==> config.mk <==
export PLATFORM = sky130hd
export DESIGN_NAME = ram_burst_ctrl_flat
export DESIGN_NICKNAME = d
export VERILOG_FILES = /design/src/rtl/ram_burst_ctrl_if.sv /design/src/rtl/ram_burst_ctrl.sv /design/src/flat_wrapper.sv
export SDC_FILE = /design/constraint.sdc
export NUM_CORES = 1
export LEC_CHECK = 0
export ABC_AREA = 1
export CORE_UTILIZATION = 36
export DETAILED_ROUTE_END_ITERATION = 12
export PLACE_DENSITY_LB_ADDON = 0.08
export SETUP_SLACK_MARGIN = 0.05
export SKIP_CTS_REPAIR_TIMING = 1
export SYNTH_ARGS = -nofsm -noshare
export SYNTH_HDL_FRONTEND = slang
export SYNTH_SLANG_ARGS = --single-unit
==> constraint.sdc <==
create_clock -name CLK -period 2.75 [get_ports CLK]
set_input_delay 0.4125 -clock CLK [delete_from_list [all_inputs] [get_ports CLK]]
set_output_delay 0.4125 -clock CLK [all_outputs]
set_load 0.03 [all_outputs]
==> src/rtl/ram_burst_ctrl_if.sv <==
// Host-side bus of the RAM burst controller: command channel, write-beat
// channel, read-beat channel and status. The controller uses the slave
// modport; the command source uses the master modport.
interface ram_burst_ctrl_if #(
  parameter int AW = 4,
  parameter int DW = 8
);
  // command channel
  logic          cmd_valid;
  logic          cmd_ready;
  logic          cmd_write;
  logic [AW-1:0] cmd_addr;
  logic [AW-1:0] cmd_len;
  // write-beat channel
  logic          wr_valid;
  logic          wr_ready;
  logic [DW-1:0] wr_data;
  // read-beat channel
  logic          rd_valid;
  logic          rd_ready;
  logic [DW-1:0] rd_data;
  // status
  logic          busy;
  logic          done;

  modport master (
    output cmd_valid, cmd_write, cmd_addr, cmd_len,
    output wr_valid, wr_data,
    output rd_ready,
    input  cmd_ready, wr_ready, rd_valid, rd_data, busy, done
  );

  modport slave (
    input  cmd_valid, cmd_write, cmd_addr, cmd_len,
    input  wr_valid, wr_data,
    input  rd_ready,
    output cmd_ready, wr_ready, rd_valid, rd_data, busy, done
  );
endinterface

==> src/rtl/ram_burst_ctrl.sv <==
// Burst initiator for a single-port AWxDW RAM (ADDR/DIN/DOUT/RI).
// Accepts burst commands on a valid/ready channel, streams write beats in and
// read beats out, and drives every RAM-side signal from a register so the RAM
// sees a glitch-free, single-cycle write strobe per accepted beat.
module ram_burst_ctrl #(
  parameter int AW       = 4,
  parameter int DW       = 8,
  parameter int READ_LAT = 2   // ram_addr update edge -> ram_dout sample edge, 1..4
) (
  input  logic          CLK,
  input  logic          RESETn,
  ram_burst_ctrl_if.slave host,
  output logic [AW-1:0] ram_addr,
  output logic [DW-1:0] ram_din,
  output logic          ram_ri,
  input  logic [DW-1:0] ram_dout
);

  typedef enum logic [2:0] {
    IDLE,
    WRITE,
    RD_ISSUE,
    RD_WAIT,
    RD_HOLD,
    DONE
  } state_t;

  localparam logic [2:0] WAIT_INIT = 3'(READ_LAT - 1);

  state_t        state_q;
  logic [AW-1:0] cur_addr_q;
  logic [AW-1:0] beats_q;
  logic [2:0]    wait_q;
  logic [AW-1:0] ram_addr_q;
  logic [DW-1:0] ram_din_q;
  logic          ram_ri_q;
  logic          rd_valid_q;
  logic [DW-1:0] rd_data_q;
  logic          done_q;

  logic [AW-1:0] cur_addr_d;
  logic [AW-1:0] beats_d;
  logic          last_beat;
  logic          wr_fire;
  logic          rd_fire;

  // Next address (wraps modulo 2^AW), remaining-beat decrement and handshakes.
  always_comb begin
    cur_addr_d = cur_addr_q + AW'(1);
    beats_d    = beats_q - AW'(1);
    last_beat  = (beats_q == '0);
    wr_fire    = (state_q == WRITE) && host.wr_valid;
    rd_fire    = (state_q == RD_HOLD) && host.rd_ready;
  end

  // Burst FSM; all RAM-side and handshake outputs are registered here.
  always_ff @(posedge CLK or negedge RESETn) begin
    if (!RESETn) begin
      state_q    <= IDLE;
      cur_addr_q <= '0;
      beats_q    <= '0;
      wait_q     <= '0;
      ram_addr_q <= '0;
      ram_din_q  <= '0;
      ram_ri_q   <= 1'b0;
      rd_valid_q <= 1'b0;
      rd_data_q  <= '0;
      done_q     <= 1'b0;
    end else begin
      // Strobe and done are pulses: low unless re-armed below this cycle.
      ram_ri_q <= 1'b0;
      done_q   <= 1'b0;
      case (state_q)
        IDLE: begin
          if (host.cmd_valid) begin
            cur_addr_q <= host.cmd_addr;
            beats_q    <= host.cmd_len;
            state_q    <= host.cmd_write ? WRITE : RD_ISSUE;
          end
        end
        WRITE: begin
          if (wr_fire) begin
            ram_addr_q <= cur_addr_q;
            ram_din_q  <= host.wr_data;
            ram_ri_q   <= 1'b1;
            cur_addr_q <= cur_addr_d;
            if (last_beat) begin
              state_q <= DONE;
              done_q  <= 1'b1;
            end else begin
              beats_q <= beats_d;
            end
          end
        end
        RD_ISSUE: begin
          ram_addr_q <= cur_addr_q;
          wait_q     <= WAIT_INIT;
          state_q    <= RD_WAIT;
        end
        RD_WAIT: begin
          if (wait_q == '0) begin
            rd_data_q  <= ram_dout;
            rd_valid_q <= 1'b1;
            state_q    <= RD_HOLD;
          end else begin
            wait_q <= wait_q - 3'd1;
          end
        end
        RD_HOLD: begin
          if (rd_fire) begin
            rd_valid_q <= 1'b0;
            if (last_beat) begin
              state_q <= DONE;
              done_q  <= 1'b1;
            end else begin
              cur_addr_q <= cur_addr_d;
              beats_q    <= beats_d;
              state_q    <= RD_ISSUE;
            end
          end
        end
        DONE: begin
          state_q <= IDLE;
        end
        default: begin
          state_q <= IDLE;
        end
      endcase
    end
  end

  assign host.cmd_ready = (state_q == IDLE);
  assign host.wr_ready  = (state_q == WRITE);
  assign host.busy      = (state_q != IDLE);
  assign host.rd_valid  = rd_valid_q;
  assign host.rd_data   = rd_data_q;
  assign host.done      = done_q;

  assign ram_addr = ram_addr_q;
  assign ram_din  = ram_din_q;
  assign ram_ri   = ram_ri_q;

endmodule

==> src/flat_wrapper.sv <==
// flat-port wrapper written by rule: the top's interface ports become plain ports
module ram_burst_ctrl_flat 
#(
  parameter int AW       = 4,
  parameter int DW       = 8,
  parameter int READ_LAT = 2                                                        
)
  (CLK, RESETn, ram_addr, ram_din, ram_ri, ram_dout, host_cmd_valid, host_cmd_write, host_cmd_addr, host_cmd_len, host_wr_valid, host_wr_data, host_rd_ready, host_cmd_ready, host_wr_ready, host_rd_valid, host_rd_data, host_busy, host_done);
  ram_burst_ctrl_if #(.AW(AW), .DW(DW)) host_i ();
  input  logic CLK;
  input  logic RESETn;
  output logic [AW-1:0] ram_addr;
  output logic [DW-1:0] ram_din;
  output logic ram_ri;
  input  logic [DW-1:0] ram_dout;
  input wire logic [$bits(host_i.cmd_valid)-1:0] host_cmd_valid;
  input wire logic [$bits(host_i.cmd_write)-1:0] host_cmd_write;
  input wire logic [$bits(host_i.cmd_addr)-1:0] host_cmd_addr;
  input wire logic [$bits(host_i.cmd_len)-1:0] host_cmd_len;
  input wire logic [$bits(host_i.wr_valid)-1:0] host_wr_valid;
  input wire logic [$bits(host_i.wr_data)-1:0] host_wr_data;
  input wire logic [$bits(host_i.rd_ready)-1:0] host_rd_ready;
  output wire logic [$bits(host_i.cmd_ready)-1:0] host_cmd_ready;
  output wire logic [$bits(host_i.wr_ready)-1:0] host_wr_ready;
  output wire logic [$bits(host_i.rd_valid)-1:0] host_rd_valid;
  output wire logic [$bits(host_i.rd_data)-1:0] host_rd_data;
  output wire logic [$bits(host_i.busy)-1:0] host_busy;
  output wire logic [$bits(host_i.done)-1:0] host_done;
  assign host_i.cmd_valid = host_cmd_valid;
  assign host_i.cmd_write = host_cmd_write;
  assign host_i.cmd_addr = host_cmd_addr;
  assign host_i.cmd_len = host_cmd_len;
  assign host_i.wr_valid = host_wr_valid;
  assign host_i.wr_data = host_wr_data;
  assign host_i.rd_ready = host_rd_ready;
  assign host_cmd_ready = host_i.cmd_ready;
  assign host_wr_ready = host_i.wr_ready;
  assign host_rd_valid = host_i.rd_valid;
  assign host_rd_data = host_i.rd_data;
  assign host_busy = host_i.busy;
  assign host_done = host_i.done;
  ram_burst_ctrl #(.AW(AW), .DW(DW), .READ_LAT(READ_LAT)) u_core (.CLK(CLK), .RESETn(RESETn), .host(host_i), .ram_addr(ram_addr), .ram_din(ram_din), .ram_ri(ram_ri), .ram_dout(ram_dout));
endmodule
# Word level (Yosys, flattened, before mapping)
# Cells that the tools add are included.
[word_totals]
output_inout_bits = 26
elab_cells = 73
reg_bits = 37
mem_count = 0
inputBits = 30
latchBits = 0
rom_bits = 0
ramBits = 0
[op_classes]
addsub = 3
n_mul = 0
n_reduce_logical = 18
muxes = 31
eq_ne = 11
order_cmp = 0
n_div = 0
shifts = 0
n_bitwise = 0
[op_table]
columns = ["operator", "count"]
rows = [
  ["two-way mux 4 bit", 9],
  ["case mux 4 bit (3 select lines)", 2],
  ["two-way mux 3 bit", 7],
  ["case mux 3 bit (5 select lines)", 1],
  ["AND reduction 5 bit", 2],
  ["!= test 2 x 1 -> 1 bit (second input constant)", 4],
  ["case mux 4 bit (2 select lines)", 1],
  ["AND reduction 2 bit", 4],
  ["two-way mux 1 bit", 7],
  ["== test 3 x 2 -> 1 bit (second input constant)", 2],
  ["logical NOT 3 bit", 2],
  ["!= test 2 bit (second input constant)", 3],
  ["case mux 3 bit (2 select lines)", 1],
  ["nonzero test 2 bit", 3],
  ["nonzero test 3 bit", 2],
  ["adder 4 x 1 -> 4 bit (second input constant)", 1],
  ["logical NOT 4 bit", 1],
  ["case mux 1 bit (2 select lines)", 2],
  ["AND reduction 4 bit", 1],
  ["subtractor 4 x 1 -> 4 bit (second input constant)", 1],
  ["== test 3 x 1 -> 1 bit (second input constant)", 1],
  ["== test 3 bit (second input constant)", 1],
  ["AND reduction 3 bit", 1],
  ["subtractor 3 x 1 -> 3 bit (second input constant)", 1],
  ["other kinds (2)", 3],
]

# Logic depth before layout (Yosys ltp)
# Gate-level depths: netlist (run 1).
[depth]
depth_word = 4
ltp_mapped = 9
ltp_nobuf = 9

# Worst setup path after synthesis (run 1)
# Ideal clock, no wire load.
[synth_timing]
path_kind = "reg-to-output"
start = "reg u_core.state_q[0]"
end = "out host_busy"
required_ps = 2338
path_slack_ps = 895
n_path_buf = 0
path_stages_with_launch = 5
arrival_ps = 1443
path_cell_list = "dfrtp_1 -> inv_2 -> nand2_1 -> nor2_1 -> inv_1"
[synth_via]
elab_chain_cells = 1
[synth_lines]
columns = ["item", "line", "text"]
rows = [
  ["start, declared", "ram_burst_ctrl.sv:30", "state_t state_q;"],
  ["start signal, assigned", "ram_burst_ctrl.sv:78", "state_q <= host.cmd_write ? WRITE : RD_ISSUE;"],
  ["nonzero test 3 bit", "ram_burst_ctrl.sv:134", "assign host.busy = (state_q != IDLE);"],
  ["end, declared", "flat_wrapper.sv:27", "output wire logic [$bits(host_i.busy)-1:0] host_busy;"],
]
# No other way between the ends.

# Worst setup path in the final report (run 1)
[layout_timing]
start = "reg u_core.state_q[0]"
end = "out host_cmd_ready"
[layout_via]
elab_chain_cells = 1
[layout_lines]
columns = ["item", "line", "text"]
rows = [
  ["logical NOT 3 bit", "ram_burst_ctrl.sv:132", "assign host.cmd_ready = (state_q == IDLE);"],
  ["end, declared", "flat_wrapper.sv:23", "output wire logic [$bits(host_i.cmd_ready)-1:0] host_cmd_ready;"],
]
# No other way between the ends.

==> flow_summary.ini, run 1 <==
[clock_tree]
cts_root_buffer = clkbuf_8
clockBufferDepth = 2
htreeDepth = 2
cts_made_buffers = 5
clkTransAtPathRegs_ns = 0.07
insertion_delay_ns = 0.28
tritoncts = built
clkSinkCount = 37

[global_routing]
grt_antenna_before_repair = 0
grt_overflow = 0
grt_start_max_net_pins = 38
grt_pass1_vias = 1498
grt_pass1_wl_um = 6810
grt.total_usage_pct = 16.1

[layout]
fillers = 524
layout_commonest_cell = nand2_1
drive_gt1_share_pct = 13.6
final_cell_mix = nand2_1 (111), clkdlybuf4s50_1 (54), dfrtp_1 (37), nand3_1 (19), inv_1 (17)
syn2layout_area_growth_pct = 37.2
final_nets = 336
num_antenna_cells = 0

[timing]
fmax_mhz = 438
fin_crit_ns = 2.28
drv_slew = 0
hold_violations = 0
skew_ns = 0.00140
post-route-period-util_pct = 83.1
timing.slew.headroom_pct = 37.2
grt_setup_unrepaired = no
tightestPinTransition_ns = 0.943
setup_viol_count_final = 0
final.setup.tns_ns = 0

[route]
drt-total-wl_um = 4250
wl_per_cell_um = 11.4
via_per_inst = 4.54
antenna_left = 0
first_pass_iters = 4
vias = 1690
drcViolationCount = 0
detail_route.iter0.violations = 93

[power]
worst_ir_drop_vdd_mv = 0.632
power_frac_seq_pct = 29.8
power_mw = 3.29
p_per_area_nw_per_um2 = 1250
intPower_mw = 1.73
p_leak_nw = 1.35
p_sw_mw = 1.56
combPwrFrac_pct = 58.5
pwr-share-clk_pct = 11.6
p_sw_share_pct = 47.5

[setup_path]
cp-start-kind = register
critPathArrivalTime_ns = 1.87
cp.required_ns = 2.34
crit_type = register to output port
critPathSlowestCell = clkdlybuf4s50_1
critPathCaptureType = output port
path_cells = inv_2 > nand2_1 > nor2_1 > clkdlybuf4s50_1
crit_fanout = 5
crit_buf_inv = 2
cpPeakStageDelay_ns = 0.71
cp_top_family = buffers and inverters

[floorplan]
die_x_um = 74.9
core_um2 = 5110
die_area_um2 = 5610
rows = 26
die_h_um = 74.9
io_pins = 56
initial_utilization_pct = 37.5

[synthesis]
yosys_warnings = 0
syn_area_per_cell_um2 = 7.94
synth_nets = 275
netlist_area_um2 = 1910
netlist_instances = 241
ys_types = 22
ys_ff_latch = 37
yosysSeqAreaShare_pct = 48.4

[place]
io_buffers = 55
finalWeightedCongestion = 0.791
dp.final_hpwl_um = 3200

[job]
cap_viol_max_count = 0

[worst_hold_path]
hp-class = input pin to async pin

[run_status]
status = finished, final reports clean
-- power groups by stage --
stage	Sequential [mW]	Combinational, mW	Clock, mW
floorplan	1.28	1.02	0
global placement	0.983	1.93	0
detailed placement	0.993	1.94	0
CTS	0.983	1.95	0.404
global route	1.02	2.14	0.425
finish	0.982	1.93	0.383
-- worst paths after layout --
check / start / to / slack (ns) / cells past startpoint
worst min-delay path: RESETn / u_core.host.rd_data[0] / 0.26 / 1
worst max-delay path: u_core.state_q[0] / host_cmd_ready / 0.47 / 4
worst min register to register: u_core.host.rd_data[2] / u_core.host.rd_data[2] / 0.47 / 2
max in group asynchronous: RESETn / u_core.ram_addr[2] / 1.91 / 1
min in group CLK: u_core.host.rd_data[2] / u_core.host.rd_data[2] / 0.47 / 2
worst max register to register: u_core.wait_q[0] / u_core.host.rd_data[5] / 1.32 / 8
-- kinds of logic (layout without fill, tap and decap cells) --
kind of cell / count (synthesis) / after routing / synth area share (%)
compound gates: 10 / 10 / 2.94
xor+xnor: 2 / 2 / 0.915
fa+ha+maj: 4 / 4 / 2.61
buf+inv: 26 / 87 / 5.75
flops: 37 / 37 / 48.4
simple gates: 162 / 162 / 39.4
-- final cells by class --
type	count	area [µm²]	area share, %
clock buffer	6	82.6	3.14
clock inverter	1	7.51	0.286
inverter	25	98.8	3.76
multi-input combinational	178	878	33.4
sequential	37	926	35.3
tap	70	87.6	3.33
timing repair buffer	55	546	20.8
-- registers in the layout, summed over array words and instances, names as in the netlist --
register,cells
u_core.ram_din,8
u_core.host.rd_data,8
u_core.ram_addr,4
u_core.host.rd_valid,1
u_core.cur_addr_q,4
u_core.host.done,1
u_core.ram_ri,1
u_core.state_q,3
u_core.wait_q,3
u_core.beats_q,4
-- stage by stage --
step	std cells	util [%]	hold slack [ns]	instance area [µm²]	worst slack [ns]
after global placement	365	49.7	0.452	2540	0.793
after floorplan	241	-	0.117	1910	0.895
final	372	51.4	0.264	2630	0.466
after detailed placement	365	49.7	0.457	2540	0.765
after CTS	372	51.4	0.287	2630	0.451
after global routing	372	51.4	0.342	2630	0.333
-- metal layers --
layer | GRT usage (%) | vias to the layer above | wire length [µm]
met2 | 26.5 | 51 | 1910
met5 | 0 | - | 0
met3 | 4.42 | 2 | 324
li1 | - | 867 | -
met4 | 4.40 | 0 | 19
met1 | 20.9 | 770 | 1990
-- synth_stat cells --
cell type | number | area, µm²
o21ai_0 | 4 | 20.0
nand2_1 | 111 | 417
inv_1 | 17 | 63.8
buf_6 | 1 | 11.3
o21ai_1 | 1 | 5.00
nand4_1 | 1 | 6.26
a21oi_2 | 1 | 8.76
nor2_1 | 7 | 26.3
nor2_4 | 5 | 56.3
ha_1 | 4 | 50.1
inv_2 | 7 | 26.3
nand3_2 | 4 | 40.0
a21oi_1 | 2 | 10.0
dfrtp_1 | 37 | 926
o22ai_1 | 2 | 12.5
nor2_2 | 2 | 12.5
inv_6 | 1 | 8.76
nand2_4 | 4 | 45.0
nand3_1 | 19 | 95.1
xor2_1 | 1 | 8.76
xnor2_1 | 1 | 8.76
nand2_2 | 9 | 56.3
No activity file was read; power rests on OpenSTA's default activity.
==> run 2: changes to the inputs <==
- clock period: 2.75 -> 2 ns (I/O delays scaled with it)
==> flow_summary.ini, run 2 (same netlist as run 1, synthesis figures left out) <==
[run_status]
status = finished, final reports clean

[timing]
tightestPinTransition_ns = 0.469
fin_hold_ws_ns = 0.0582
post-route-period-util_pct = 87.5
grt_setup_unrepaired = no
timing.final.ws_setup_ns = 0.250
fin_crit_ns = 1.75
drv_slew = 0
final.setup.tns_ns = 0
fmax_mhz = 571
setup_viol_count_final = 0
skew_ns = 0.00371
hold_violations = 0
timing.slew.headroom_pct = 68.7

[clock_tree]
cts_root_buffer = clkbuf_8
cts_made_buffers = 5
clkTransAtPathRegs_ns = 0.07
clkSinkCount = 37
htreeDepth = 2
tritoncts = built
insertion_delay_ns = 0.28
clockBufferDepth = 2

[power]
worst_ir_drop_vdd_mv = 0.834
p_leak_nw = 1.39
intPower_mw = 2.39
p_sw_mw = 2.15
p_per_area_nw_per_um2 = 1710
pwr-share-clk_pct = 11.7
p_sw_share_pct = 47.4
power_frac_seq_pct = 29.4
combPwrFrac_pct = 58.9

[layout]
finish.utilization_pct = 51.9
num_antenna_cells = 0
final_cell_mix = nand2_1 (111), clkdlybuf4s50_1 (51), dfrtp_1 (37), nand3_1 (19), inv_1 (17)
syn2layout_area_growth_pct = 38.4
final_nets = 338
drive_gt1_share_pct = 14.1
layout_commonest_cell = nand2_1

[route]
first_pass_iters = 4
via_per_inst = 4.50
detail_route.iter0.violations = 91
wl_per_cell_um = 11.1
drt-total-wl_um = 4160
vias = 1682
drcViolationCount = 0
antenna_left = 0

[place]
finalWeightedCongestion = 0.805
dp_slack_ns = 0.157
dp.final_hpwl_um = 3090
io_buffers = 55

[floorplan]
die_area_um2 = 5610
die_h_um = 74.9
die_x_um = 74.9
initial_utilization_pct = 37.5
io_pins = 56
rows = 26
core_um2 = 5110

[global_routing]
grt_pass1_wl_um = 6910
grt_antenna_before_repair = 0
grt_overflow = 0
grt.total_usage_pct = 16.4
grt_start_max_net_pins = 38
grt_pass1_vias = 1505

[worst_hold_path]
hp-class = input pin to async pin

[setup_path]
critPathCaptureType = output port
reg2reg_to = u_core.cur_addr_q[2]
cp.required_ns = 1.70
reg2reg_from = u_core.beats_q[0]
r2r_cells = 8
endpoint = host_cmd_ready
reg2reg_slack_ns = 0.57
cp-startpoint = u_core.state_q[1]
crit_fanout = 5
critPathArrivalTime_ns = 1.45
cp-start-kind = register
crit_type = register to output port

[job]
cap_viol_max_count = 0
-- run 2: area by class of cell --
class / count / area [µm²]
clock buffers: 6 / 82.6
clock inverters: 1 / 7.51
fillers: 542 / 2460
inverters: 25 / 98.8
multi-input cells: 178 / 878
flip-flops and latches: 37 / 926
well taps: 70 / 87.6
repair buffers: 57 / 568
-- run 2: metrics by stage --
stage                     instance area [µm²]  instances  power (mW)
after global placement                   2550        367        4.02
after global routing                     2650        374        4.95
after floorplan                          1910        241        3.16
final                                    2650        374        4.53
after CTS                                2640        374        4.60
after detailed placement                 2550        367        4.05
-- run 2: per-layer routing --
metal / up-vias / track usage [%] / wire [µm]
met1: 766 / 22.3 / 1990
met2: 48 / 25.7 / 1870
li1: 866 / - / -
met5: - / 0 / 0
met3: 2 / 4.42 / 282
met4: 0 / 5.03 / 19
-- run 2: how the worst min path moves through the flow --
stage / slack [ns] / from / to
after CTS: 0.07 / RESETn / u_core.host.rd_data[0]
final: 0.06 / RESETn / u_core.host.rd_data[0]
after detailed placement: 0.38 / RESETn / u_core.host.rd_data[0]
after floorplan: 0.004 / RESETn / u_core.beats_q[0]
after global routing: 0.09 / RESETn / u_core.host.rd_data[0]
after global placement: 0.38 / RESETn / u_core.host.rd_data[0]
-- run 2: power by group through the flow --
stage / clock, mW / sequential [mW] / combinational [mW]
floorplan: 0 / 1.76 / 1.40
global placement: 0 / 1.34 / 2.68
detailed placement: 0 / 1.35 / 2.70
CTS: 0.557 / 1.33 / 2.71
global route: 0.589 / 1.38 / 2.99
finish: 0.532 / 1.33 / 2.67
-- run 2: worst max-delay path, cell delays in order (launching register included) --
cell            delay (ns)
dfrtp_1               0.47
inv_2                 0.09
nand2_1               0.09
nor2_1                0.19
dlymetal6s2s_1        0.32
